[src/rtl/alu_pkg.sv]
// Shared types for the sequential ALU: instruction type/op encodings, FSM states and flag layout.
// The multiply path is only built when ALU_MUL_EN is defined.
package alu_pkg;

    typedef enum logic [1:0] {
        A_TYPE = 2'b00,
        M_TYPE = 2'b01,
        R_TYPE = 2'b10,
        B_TYPE = 2'b11
    } instr_type_e;

    typedef enum logic [4:0] {
        OP_ADD  = 5'b00000,
        OP_PASS = 5'b00001,
        OP_OR   = 5'b00010,
        OP_AND  = 5'b00011,
        OP_SUB  = 5'b00100,
        OP_XOR  = 5'b00101,
        OP_SHL  = 5'b00110,
        OP_SHR  = 5'b00111,
        OP_MUL  = 5'b01000
    } alu_op_e;

    typedef enum logic {
        IDLE     = 1'b0,
        MUL_BUSY = 1'b1
    } alu_state_e;

    typedef struct packed {
        logic zero;
        logic neg;
        logic carry;
        logic ovf;
    } alu_flags_t;

endpackage

[src/rtl/alu_mul_iter.sv]
// Iterative shift-add multiplier, one multiplier bit per cycle; product holds the low DATA_W bits.
// Instantiated by alu_seq_unit only when ALU_MUL_EN is defined.
module alu_mul_iter #(
    parameter int DATA_W = 16
) (
    input  logic              clk,
    input  logic              rst_n,
    input  logic              start,
    input  logic [DATA_W-1:0] a,
    input  logic [DATA_W-1:0] b,
    output logic              done,
    output logic [DATA_W-1:0] product
);
    localparam int CNT_W = $clog2(DATA_W);

    logic [DATA_W-1:0] mcand_reg;
    logic [DATA_W-1:0] mplier_reg;
    logic [DATA_W-1:0] acc_reg;
    logic [DATA_W-1:0] acc_next;
    logic [CNT_W-1:0]  cnt_reg;
    logic              busy_reg;

    // product is the accumulator after this cycle's step, so it is valid in the same cycle as done
    always_comb begin
        acc_next = mplier_reg[0] ? (acc_reg + mcand_reg) : acc_reg;
        product  = acc_next;
        done     = busy_reg && (cnt_reg == CNT_W'(DATA_W - 1));
    end

    always_ff @(posedge clk or negedge rst_n) begin
        if (!rst_n) begin
            mcand_reg  <= '0;
            mplier_reg <= '0;
            acc_reg    <= '0;
            cnt_reg    <= '0;
            busy_reg   <= 1'b0;
        end else if (start) begin
            mcand_reg  <= a;
            mplier_reg <= b;
            acc_reg    <= '0;
            cnt_reg    <= '0;
            busy_reg   <= 1'b1;
        end else if (busy_reg) begin
            acc_reg    <= acc_next;
            mcand_reg  <= mcand_reg << 1;
            mplier_reg <= mplier_reg >> 1;
            cnt_reg    <= cnt_reg + 1'b1;
            if (done) begin
                busy_reg <= 1'b0;
            end
        end
    end

endmodule

[src/rtl/alu_seq_unit.sv]
// Handshaked ALU with registered result and flags; ready/valid on both sides with back-pressure.
// Define ALU_MUL_EN to build the iterative multiplier and the MUL_BUSY state.
module alu_seq_unit
    import alu_pkg::*;
#(
    parameter int DATA_W  = 16,
    parameter int SHAMT_W = $clog2(DATA_W)
) (
    input  logic              clk,
    input  logic              rst_n,
    input  logic              in_valid,
    output logic              in_ready,
    input  logic [15:0]       instr,
    input  logic [DATA_W-1:0] rn,
    input  logic [DATA_W-1:0] rm,
    output logic              out_valid,
    input  logic              out_ready,
    output logic [DATA_W-1:0] rd,
    output logic [3:0]        flags,
    output logic              illegal
);
    instr_type_e        itype;
    alu_op_e            op;
    logic [SHAMT_W-1:0] sh;
    logic [DATA_W:0]    add_full;
    logic [DATA_W:0]    sub_full;
    logic [DATA_W:0]    shl_full;
    logic [DATA_W-1:0]  res;
    logic               res_carry;
    logic               res_ovf;
    logic               res_illegal;
    logic               is_mul;
    alu_flags_t         res_flags;
    logic               accept;
    logic               unused_bits;

    assign itype       = instr_type_e'(instr[15:14]);
    assign op          = alu_op_e'(instr[13:9]);
    assign sh          = rm[SHAMT_W-1:0];
    assign unused_bits = ^instr[8:0];
    assign accept      = in_valid && in_ready;

    always_comb begin
        add_full    = {1'b0, rn} + {1'b0, rm};
        sub_full    = {1'b0, rn} + {1'b0, ~rm} + (DATA_W+1)'(1);
        // the extra top bit catches the last bit shifted out; it stays 0 for sh == 0
        shl_full    = {1'b0, rn} << sh;
        res         = '0;
        res_carry   = 1'b0;
        res_ovf     = 1'b0;
        res_illegal = 1'b0;
        is_mul      = 1'b0;
        if (itype == A_TYPE) begin
            case (op)
                OP_ADD: begin
                    res       = add_full[DATA_W-1:0];
                    res_carry = add_full[DATA_W];
                    res_ovf   = (rn[DATA_W-1] == rm[DATA_W-1]) && (res[DATA_W-1] != rn[DATA_W-1]);
                end
                OP_PASS: res = rn;
                OP_OR:   res = rn | rm;
                OP_AND:  res = rn & rm;
                OP_SUB: begin
                    res       = sub_full[DATA_W-1:0];
                    res_carry = sub_full[DATA_W];
                    res_ovf   = (rn[DATA_W-1] != rm[DATA_W-1]) && (res[DATA_W-1] != rn[DATA_W-1]);
                end
                OP_XOR:  res = rn ^ rm;
                OP_SHL: begin
                    res       = shl_full[DATA_W-1:0];
                    res_carry = shl_full[DATA_W];
                end
                OP_SHR:  res = rn >> sh;
`ifdef ALU_MUL_EN
                OP_MUL:  is_mul = 1'b1;
`endif
                default: res_illegal = 1'b1;
            endcase
        end
        res_flags = '0;
        if (itype == A_TYPE && !res_illegal) begin
            res_flags = '{zero: (res == '0), neg: res[DATA_W-1], carry: res_carry, ovf: res_ovf};
        end
    end

`ifdef ALU_MUL_EN
    alu_state_e        state;
    logic              mul_done;
    logic [DATA_W-1:0] mul_product;

    alu_mul_iter #(.DATA_W(DATA_W)) u_mul (
        .clk     (clk),
        .rst_n   (rst_n),
        .start   (accept && is_mul),
        .a       (rn),
        .b       (rm),
        .done    (mul_done),
        .product (mul_product)
    );

    assign in_ready = (state == IDLE) && (!out_valid || out_ready);
`else
    assign in_ready = !out_valid || out_ready;
`endif

    always_ff @(posedge clk or negedge rst_n) begin
        if (!rst_n) begin
            out_valid <= 1'b0;
            rd        <= '0;
            flags     <= '0;
            illegal   <= 1'b0;
`ifdef ALU_MUL_EN
            state     <= IDLE;
`endif
        end else begin
            if (out_valid && out_ready) begin
                out_valid <= 1'b0;
            end
`ifdef ALU_MUL_EN
            if (accept && is_mul) begin
                state <= MUL_BUSY;
            end else if (accept) begin
                rd        <= res;
                flags     <= res_flags;
                illegal   <= res_illegal;
                out_valid <= 1'b1;
            end else if (state == MUL_BUSY && mul_done) begin
                rd        <= mul_product;
                flags     <= {(mul_product == '0), mul_product[DATA_W-1], 2'b00};
                illegal   <= 1'b0;
                out_valid <= 1'b1;
                state     <= IDLE;
            end
`else
            if (accept) begin
                rd        <= res;
                flags     <= res_flags;
                illegal   <= res_illegal;
                out_valid <= 1'b1;
            end
`endif
        end
    end

endmodule

[config.mk]
export PLATFORM = sky130hd
export DESIGN_NAME = alu_seq_unit
export DESIGN_NICKNAME = d
export VERILOG_FILES = /design/src/rtl/alu_pkg.sv /design/src/rtl/alu_mul_iter.sv /design/src/rtl/alu_seq_unit.sv
export SDC_FILE = /design/constraint.sdc
export NUM_CORES = 1
export LEC_CHECK = 0
export BUFFER_PORTS_ARGS = -buffer_cell sky130_fd_sc_hd__buf_2
export CELL_PAD_IN_SITES_DETAIL_PLACEMENT = 1
export CELL_PAD_IN_SITES_GLOBAL_PLACEMENT = 1
export CORE_UTILIZATION = 44
export DETAILED_ROUTE_END_ITERATION = 16
export PLACE_DENSITY_LB_ADDON = 0.1
export SLEW_MARGIN = 25
export SYNTH_ARGS = -nofsm -noshare
export SYNTH_HDL_FRONTEND = slang
export SYNTH_SLANG_ARGS = --single-unit
[constraint.sdc]
create_clock -name clk -period 3 [get_ports clk]
set_clock_uncertainty 0.15 [all_clocks]
set_input_delay 0.15 -clock clk [delete_from_list [all_inputs] [get_ports clk]]
set_output_delay 0.15 -clock clk [all_outputs]
set_load 0.02 [all_outputs]
# Word level (Yosys, flattened, before mapping)
# Cells that the tools add are included.
op_classes:
  addsub: 3
  n_eq_ne: 11
  shift: 2
  mux: 11
  bitwise: 4
  n_reduce_logical: 13
op_table:
  columns: ["cell", "count"]
  rows:
  - ["$pmux W16 S8", 1]
  - ["$add A16 B16 Y17", 2]
  - ["$eq A5 B3 Y1 const B", 4]
  - ["$add A17 B1 Y17 const B", 1]
  - ["$shl A16 B4 Y17", 1]
  - ["$and A16 B16 Y16", 1]
  - ["$logic_not A16 Y1", 1]
  - ["$mux W16", 1]
  - ["$not A16 Y16", 1]
  - ["$or A16 B16 Y16", 1]
  - ["$shr A16 B4 Y16", 1]
  - ["$xor A16 B16 Y16", 1]
  - ["$eq A5 B2 Y1 const B", 2]
  - ["$reduce_or A8 Y1", 1]
  - ["$mux W1", 6]
  - ["$eq A5 B1 Y1 const B", 1]
  - ["$logic_and A1 B1 Y1", 5]
  - ["$logic_not A5 Y1", 1]
  - ["$mux W4", 1]
  - ["$ne A1 B1 Y1", 3]
  - ["$pmux W1 S3", 1]
  - ["$logic_not A1 Y1", 2]
  - ["$logic_not A2 Y1", 1]
  - ["$pmux W1 S2", 1]
  - ["other kinds (3)", 3]
word_totals:
  regBits: 22
  input_bits: 52
  output_inout_bits: 23
  word_cells: 48

# Longest topological paths before layout
# Gate-level depths: netlist (run 1).
depth:
  ltp_word: 8
  ltp_mapped: 14
  ltp_nobuf: 13

# Least setup slack after synthesis (run 1)
# OpenSTA, ideal clock, no wires.
synth_path:
  path_kind: "input to register"
  startpoint: "input rm[2]"
  endpoint: "register flags[3]"
  arrival_ps: 3107
  required_time_ps: 2758
  slack_ps: -348
  stages: 14
  n_path_buf: 3
  path_cell_list: "buf_2 -> inv_1 -> clkbuf_1 -> ha_1 -> buf_2 -> nor2b_1 -> o2111ai_2 -> nand2_1 -> o41a_1 -> a31o_1 -> a221o_1 -> a211oi_1 -> o21ai_1 -> o31ai_2"
synth_between:
  elab_chain_len: 7
synth_lines:
  columns: ["element", "line", "text"]
  rows:
  - ["start: declaration", "alu_seq_unit.sv:15", "input logic [DATA_W-1:0] rm,"]
  - ["$not A16 Y16", "alu_seq_unit.sv:45", "sub_full = {1'b0, rn} + {1'b0, ~rm} + (DATA_W+1)'(1);"]
  - ["$add A16 B16 Y17", "alu_seq_unit.sv:45", null]
  - ["$add A17 B1 Y17", "alu_seq_unit.sv:45", null]
  - ["$pmux W16 S8 (*)", "alu_seq_unit.sv:54", "case (op)"]
  - ["$mux W16 (*)", "alu_seq_unit.sv:53", "if (itype == A_TYPE) begin"]
  - ["$logic_not A16 Y1 (*)", "alu_seq_unit.sv:82", "res_flags = '{zero: (res == '0), neg: res[DATA_W-1], carry: res_carry, ovf: res_ovf};"]
  - ["$mux W4 (*)", "alu_seq_unit.sv:81", "if (itype == A_TYPE && !res_illegal) begin"]
  - ["end signal: assignment", "alu_seq_unit.sv:137", "flags <= res_flags;"]
  - ["end: declaration", "alu_seq_unit.sv:19", "output logic [3:0] flags,"]
# Mark *: on every way between the ends. The rest lies on a longest branch, timed or not.
# A chain may end at the register's enable or synchronous reset.

# Worst setup path in the final report (run 1)
layout_path:
  startpoint: "input rm[0]"
  endpoint: "register flags[3]"
# Same word-level chain as after synthesis.

==> run_results.csv, run 1 <==
group,metric,value,unit
clock_tree,htree_num_levels,1,
clock_tree,clkTransAtPathRegs,0.06,ns
cells_and_area,seq_area,551,µm²
placed_design,dp_hpwl,20400,µm
die,coreArea,11000,µm²
cells_and_area,multi_input_area,4230,µm²
cells_and_area,fin_area,6870,µm²
sta,finalHoldViolCount,0,
global_route,antenna_found_initial,0,
critical_path,crit_required,3.02,ns
detailed_routing,drtAntennaViolNets,0,
synth,syn_area,5050,µm²
global_route,grt_max_degree,25,
cells_and_area,final_cell_mix,"buf_4, buf_2, nor2_1",
critical_path,startpoint_type,"primary input",
cells_and_area,nNetsFinal,969,
global_route,grt_pass1_wl,38600,µm
synth,syn_nets,784,
die,start_util,45.8,%
cells_and_area,areaGrowthSynthToFinish,36.1,%
synth,synth_enable_flop_cells,0,
global_route,grtUsageTotal,43.8,%
job,maxCapViolations,0,
sta,setup_ws,-0.203,ns
status,violations,"setup timing",
critical_path,arrival,3.22,ns
detailed_routing,vias,6725,
die,dieArea,11900,µm²
sta,worst_pin_slew,0.849,ns
synth,ys.flop_type,"dfrtp_1",
synth,yosysTopAreaCell,"ha_1",
detailed_routing,drc,0,
clock_tree,cts.root.buffer_cell,"clkbuf_16",
die,fp-row-count,38,
die,ios,75,
synth,postSynthRegisterBits,22,
cells_and_area,antenna_cells,0,
cells_and_area,fill_cells,1426,
global_route,grt_overflow,0,
power,powerDensity,258,nW/µm²
placed_design,place_congestion,1.05,
cells_and_area,layout_commonest_cell,"buf_4",
clock_tree,cts.path.max_buffers,2,
power,p_leak,0.00335,µW
sta,slew_violations,0,
die,die_h,109,µm
power,peakVddDrop,0.000318,V
synth,synth_top_area_share,13.4,%
min_path,holdCritPathClass,"in -> reg",
sta,rsz0062_at_grt,"true",
sta,timing.fmax,312,MHz
sta,maxSlewHeadroom,43.1,%
critical_path,cp-end-kind,"flop",
status,outcome,"finished, violations left",
critical_path,critPathKind,"in -> reg",
detailed_routing,detail_route.wl_per_cell,26.3,µm
detailed_routing,vias_per_cell,6.73,
synth,synth.avg_cell_area,7.47,µm²
synth,yosysWarnings,0,
clock_tree,cts_made_buffers,3,
clock_tree,cts_tree,"built",
clock_tree,clock_sinks,22,
detailed_routing,drt_iter0_markers,726,
detailed_routing,wl,26300,µm
sta,min_period_over_period,107,%
synth,netlist_instances,676,
synth,ys_types,80,
synth,ys_seq_area_share,10.9,%
global_route,first_global_vias,6757,
sta,holdWs,0.0119,ns
placed_design,port-buffer-count,65,
detailed_routing,dr.pass1.iters,5,
clock_tree,clock_latency,0.26,ns
placed_design,place_area,6550,µm²
critical_path,worstPathMaxFanout,2,
die,die_x,109,µm
sta,fin_crit,3.20,ns
synth,async_reset_ff_share,100,%
cells_and_area,final_layout_size_suffix_gt1_share,32.8,%
synth,netlist_top_cells_area,"ha_1, dfrtp_1, mux2i_1",
sta,finalSetupViolCount,1,
[flip-flops by register name, indices dropped and copies added (netlist names)]
name       flops
flags          4
illegal        1
out_valid      1
rd            16
[kinds of logic (layout without fill, tap and decap cells)]
group	after synthesis	in the layout	synth area share [%]
AOI/OAI and AO/OA	231	231	32.7
xor gates and xnor gates	10	10	1.73
adders and majority gates	56	56	14.2
buffers and inverters	99	283	8.53
DFF	22	22	10.9
muxes	54	54	12.7
and+or+nand+nor	204	204	19.3
[stage by stage]
step | std cells | worst slack (ns) | util (%) | TNS, ns | total power [µW]
6_report | 1000 | -0.203 | 62.3 | -0.203 | 1770
5_1_grt | 1000 | -0.269 | 62.3 | -0.359 | 1840
4_1_cts | 997 | -0.0381 | 61.1 | -0.0381 | 1690
3_5_place_dp | 988 | -0.411 | 59.4 | -1.34 | 1350
3_3_place_gp | 988 | -0.252 | 59.4 | -0.806 | 1310
2_1_floorplan | 676 | -0.0119 | - | -0.0119 | 866
[synth_stat cells (all sizes together) (10+ instances only)]
master	number
nand3	15
nand2	50
nor3	23
a21o	12
a221oi	10
nand2b	11
a21oi	40
o21ai	44
clkbuf	24
o22ai	16
inv	53
o211ai	14
a211oi	18
dfrtp	22
ha	54
mux2i	42
a22oi	10
nor2	62
buf	22
[per-layer routing]
metal / GRT usage (%) / wire (µm) / up-vias
met4: 22.5 / 1690 / 0
met2: 71.5 / 11900 / 440
met1: 52.3 / 10200 / 3235
li1: - / - / 2892
met3: 12.1 / 2550 / 158
met5: 0 / 0 / -
[power breakdown]
part	switching, µW	leakage (µW)	internal (µW)
sequential	4.71	0.000303	303
clock	116	0.0000442	204
combinational	666	0.00300	480
total	787	0.00335	987
[final timing paths]
check                           slack [ns]                   end  depth (start not counted)                   from
worst max-delay path                 -0.20  flags[3]$_DFFE_PN0P_                         14                  rm[0]
worst min-delay path                  0.01   illegal$_DFFE_PN0P_                          2              instr[14]
worst max register to register        0.31  flags[3]$_DFFE_PN0P_                         10  out_valid$_DFFE_PN0P_
worst min register to register        0.33  flags[0]$_DFFE_PN0P_                          2   flags[0]$_DFFE_PN0P_
max in group asynchronous             2.08     rd[9]$_DFFE_PN0P_                          2                  rst_n
min in group asynchronous             0.27     rd[1]$_DFFE_PN0P_                          2                  rst_n
[repair_timing]
action                                  CTS  global route
endpoints found under the setup margin    1             5
setup buffers                             3             3
pin swaps                                13            15
gates resized for setup                  13            23
hold endpoints to repair                 23             0
hold buffers                              2             0
[critical path: stages]
cell       delay (ns)
buf_8            0.09
ha_4             0.15
inv_4            0.03
fa_2             0.38
xnor2_2          0.15
mux4_2           0.48
a22oi_2          0.23
nand4_1          0.17
a2111oi_2        0.37
nand4_1          0.21
nor4_2           0.33
buf_4            0.16
nand4_1          0.11
o31ai_2          0.20
[cell type report]
| class | count | share of cell area (%) |
|---|---|---|
| Inverter | 53 | 3.04 |
| Tap cell | 140 | 2.55 |
| Timing Repair Buffer | 226 | 23.5 |
| Clock buffer | 4 | 1.29 |
| Sequential cell | 22 | 8.01 |
| Multi-Input combinational cell | 555 | 61.6 |
No activity file was read; power rests on OpenSTA's default activity.
==> run 2: changes to the inputs <==
--- a/config.mk
+++ b/config.mk
@@ -10,6 +10,7 @@
 export CELL_PAD_IN_SITES_GLOBAL_PLACEMENT = 1
 export CORE_UTILIZATION = 44
 export DETAILED_ROUTE_END_ITERATION = 16
+export HOLD_SLACK_MARGIN = 0.15
 export PLACE_DENSITY_LB_ADDON = 0.1
 export SLEW_MARGIN = 25
 export SYNTH_ARGS = -nofsm -noshare
==> run 2 against run 1 <==
The flow still finishes with violations (setup timing). Wire length grew 0.16%. Sequential power is essentially flat. Sequential share of layout area is essentially flat. First-iteration DRC count shrank 11%. Die area is the same. Cell count grew 0.30%. Critical path depth is the same. Critical path type unchanged. Highest routed layer unchanged.
==> run_results.csv, run 2 (synthesis gave the netlist of run 1 again) <==
group,metric,value,unit
detailed_routing,vias,6703,
global_route,first_global_vias,6802,
sta,finalSetupViolCount,1,
cells_and_area,areaGrowthSynthToFinish,36.6,%
die,start_util,45.8,%
critical_path,crit_required,3.02,ns
clock_tree,cts_tree,"built",
critical_path,cp-end-kind,"flop",
cells_and_area,top_regs,"rd x16, flags x4",
global_route,antenna_found_initial,1,
placed_design,port-buffer-count,65,
placed_design,dp_cells,988,
detailed_routing,drt_iter0_markers,649,
cells_and_area,largest-register,"rd",
cells_and_area,instances_no_fill,1003,
global_route,grt_max_degree,25,
clock_tree,cts.root.buffer_cell,"clkbuf_16",
die,die_h,109,µm
clock_tree,cts.path.max_buffers,2,
detailed_routing,drc,0,
power,powerDensity,258,nW/µm²
critical_path,worstPathMaxFanout,2,
detailed_routing,detail_route.wl_per_cell,26.3,µm
sta,maxSlewHeadroom,43.4,%
sta,worst_pin_slew,0.844,ns
sta,fin_setup_tns,-0.217,ns
clock_tree,htree_num_levels,1,
detailed_routing,vias_per_cell,6.68,
placed_design,place_congestion,1.05,
power,p_leak,0.00335,µW
sta,rsz0062_at_grt,"true",
die,dieArea,11900,µm²
cells_and_area,largest_register_ffs,16,
sta,timing.fmax,311,MHz
clock_tree,cts_made_buffers,3,
sta,setup_ws,-0.217,ns
sta,slew_violations,0,
clock_tree,clock_latency,0.26,ns
die,fp-row-count,38,
die,coreArea,11000,µm²
detailed_routing,dr.pass1.iters,5,
cells_and_area,nNetsFinal,971,
sta,fin_crit,3.22,ns
die,ios,75,
sta,finalHoldViolCount,0,
cells_and_area,layout_commonest_cell,"buf_4",
global_route,grt_overflow,0,
detailed_routing,wl,26400,µm
sta,min_period_over_period,107,%
die,die_x,109,µm
status,outcome,"finished, violations left",
global_route,grt_pass1_wl,38600,µm
global_route,grtUsageTotal,43.8,%
placed_design,dp_hpwl,20400,µm
cells_and_area,final_cell_mix,"buf_4, buf_2, nor2_1",
job,maxCapViolations,0,
detailed_routing,drtAntennaViolNets,0,
status,violations,"setup timing",
critical_path,arrival,3.24,ns
critical_path,startpoint_type,"primary input",
cells_and_area,final_layout_size_suffix_gt1_share,32.6,%
power,finalPower,1780,µW
sta,holdWs,0.218,ns
min_path,holdCritPathClass,"in -> reg",
clock_tree,clkTransAtPathRegs,0.06,ns
critical_path,critPathKind,"in -> reg",
power,peakVddDrop,0.000309,V
clock_tree,clock_sinks,22,
run 2: metrics by stage:
| step | setup WS, ns | cell area (µm²) | util [%] |
|---|---|---|---|
| 2_1_floorplan | -0.0119 | 5100 | - |
| 3_3_place_gp | -0.252 | 6550 | 59.4 |
| 3_5_place_dp | -0.411 | 6550 | 59.4 |
| 4_1_cts | -0.0381 | 6770 | 61.4 |
| 5_1_grt | -0.311 | 6890 | 62.5 |
| 6_report | -0.217 | 6890 | 62.5 |
run 2: worst paths after layout:
check	startpoint	to	slack [ns]	depth (start not counted)
setup / recovery	rm[0]	flags[3]$_DFFE_PN0P_	-0.22	14
hold / removal	instr[15]	flags[1]$_DFFE_PN0P_	0.22	4
setup reg to reg	out_valid$_DFFE_PN0P_	flags[3]$_DFFE_PN0P_	0.33	10
hold reg to reg	flags[0]$_DFFE_PN0P_	flags[0]$_DFFE_PN0P_	0.33	2
max in group asynchronous	rst_n	rd[8]$_DFFE_PN0P_	2.07	2
min in group asynchronous	rst_n	rd[15]$_DFFE_PN0P_	0.28	2
run 2: cell type report:
cell class	instances	area [µm²]
Antenna cell	1	2.50
Inverter	53	209
Tap cell	140	175
Multi-Input combinational cell	555	4230
Sequential cell	22	551
Clock buffer	4	88.8
Timing Repair Buffer	228	1640
Fill cell	1419	4140
run 2: power breakdown:
| part | total (µW) | internal, µW | switching, µW | leakage [µW] |
|---|---|---|---|---|
| clock network | 321 | 204 | 116 | 0.0000442 |
| registers | 307 | 303 | 4.46 | 0.000303 |
| logic | 1150 | 483 | 669 | 0.00301 |
run 2: metal layers:
layer / global-route usage, % / share of wire (%)
met5: 0 / 0
met4: 22.9 / 6.7
met3: 11.2 / 9.8
met2: 71.6 / 45
met1: 52.4 / 38
run 2: worst max-delay path: stages:
cell and delay (ns):
buf_8 0.08, ha_4 0.15, inv_4 0.03, fa_2 0.38, xnor2_2 0.15, mux4_2 0.48
a22oi_2 0.24, nand4_1 0.18, a2111oi_2 0.38, nand4_1 0.20, nor4_2 0.33, buf_4 0.16
nand4_1 0.11, o31ai_2 0.20
run 2: repair_timing:
item | in CTS | in global routing
hold buffers | 5 | 0
resized for setup | 13 | 23
pin swaps | 13 | 14
hold endpoints to repair | 24 | 0
buffers inserted | 3 | 2
setup endpoints to repair | 1 | 5
cloned | 0 | 0
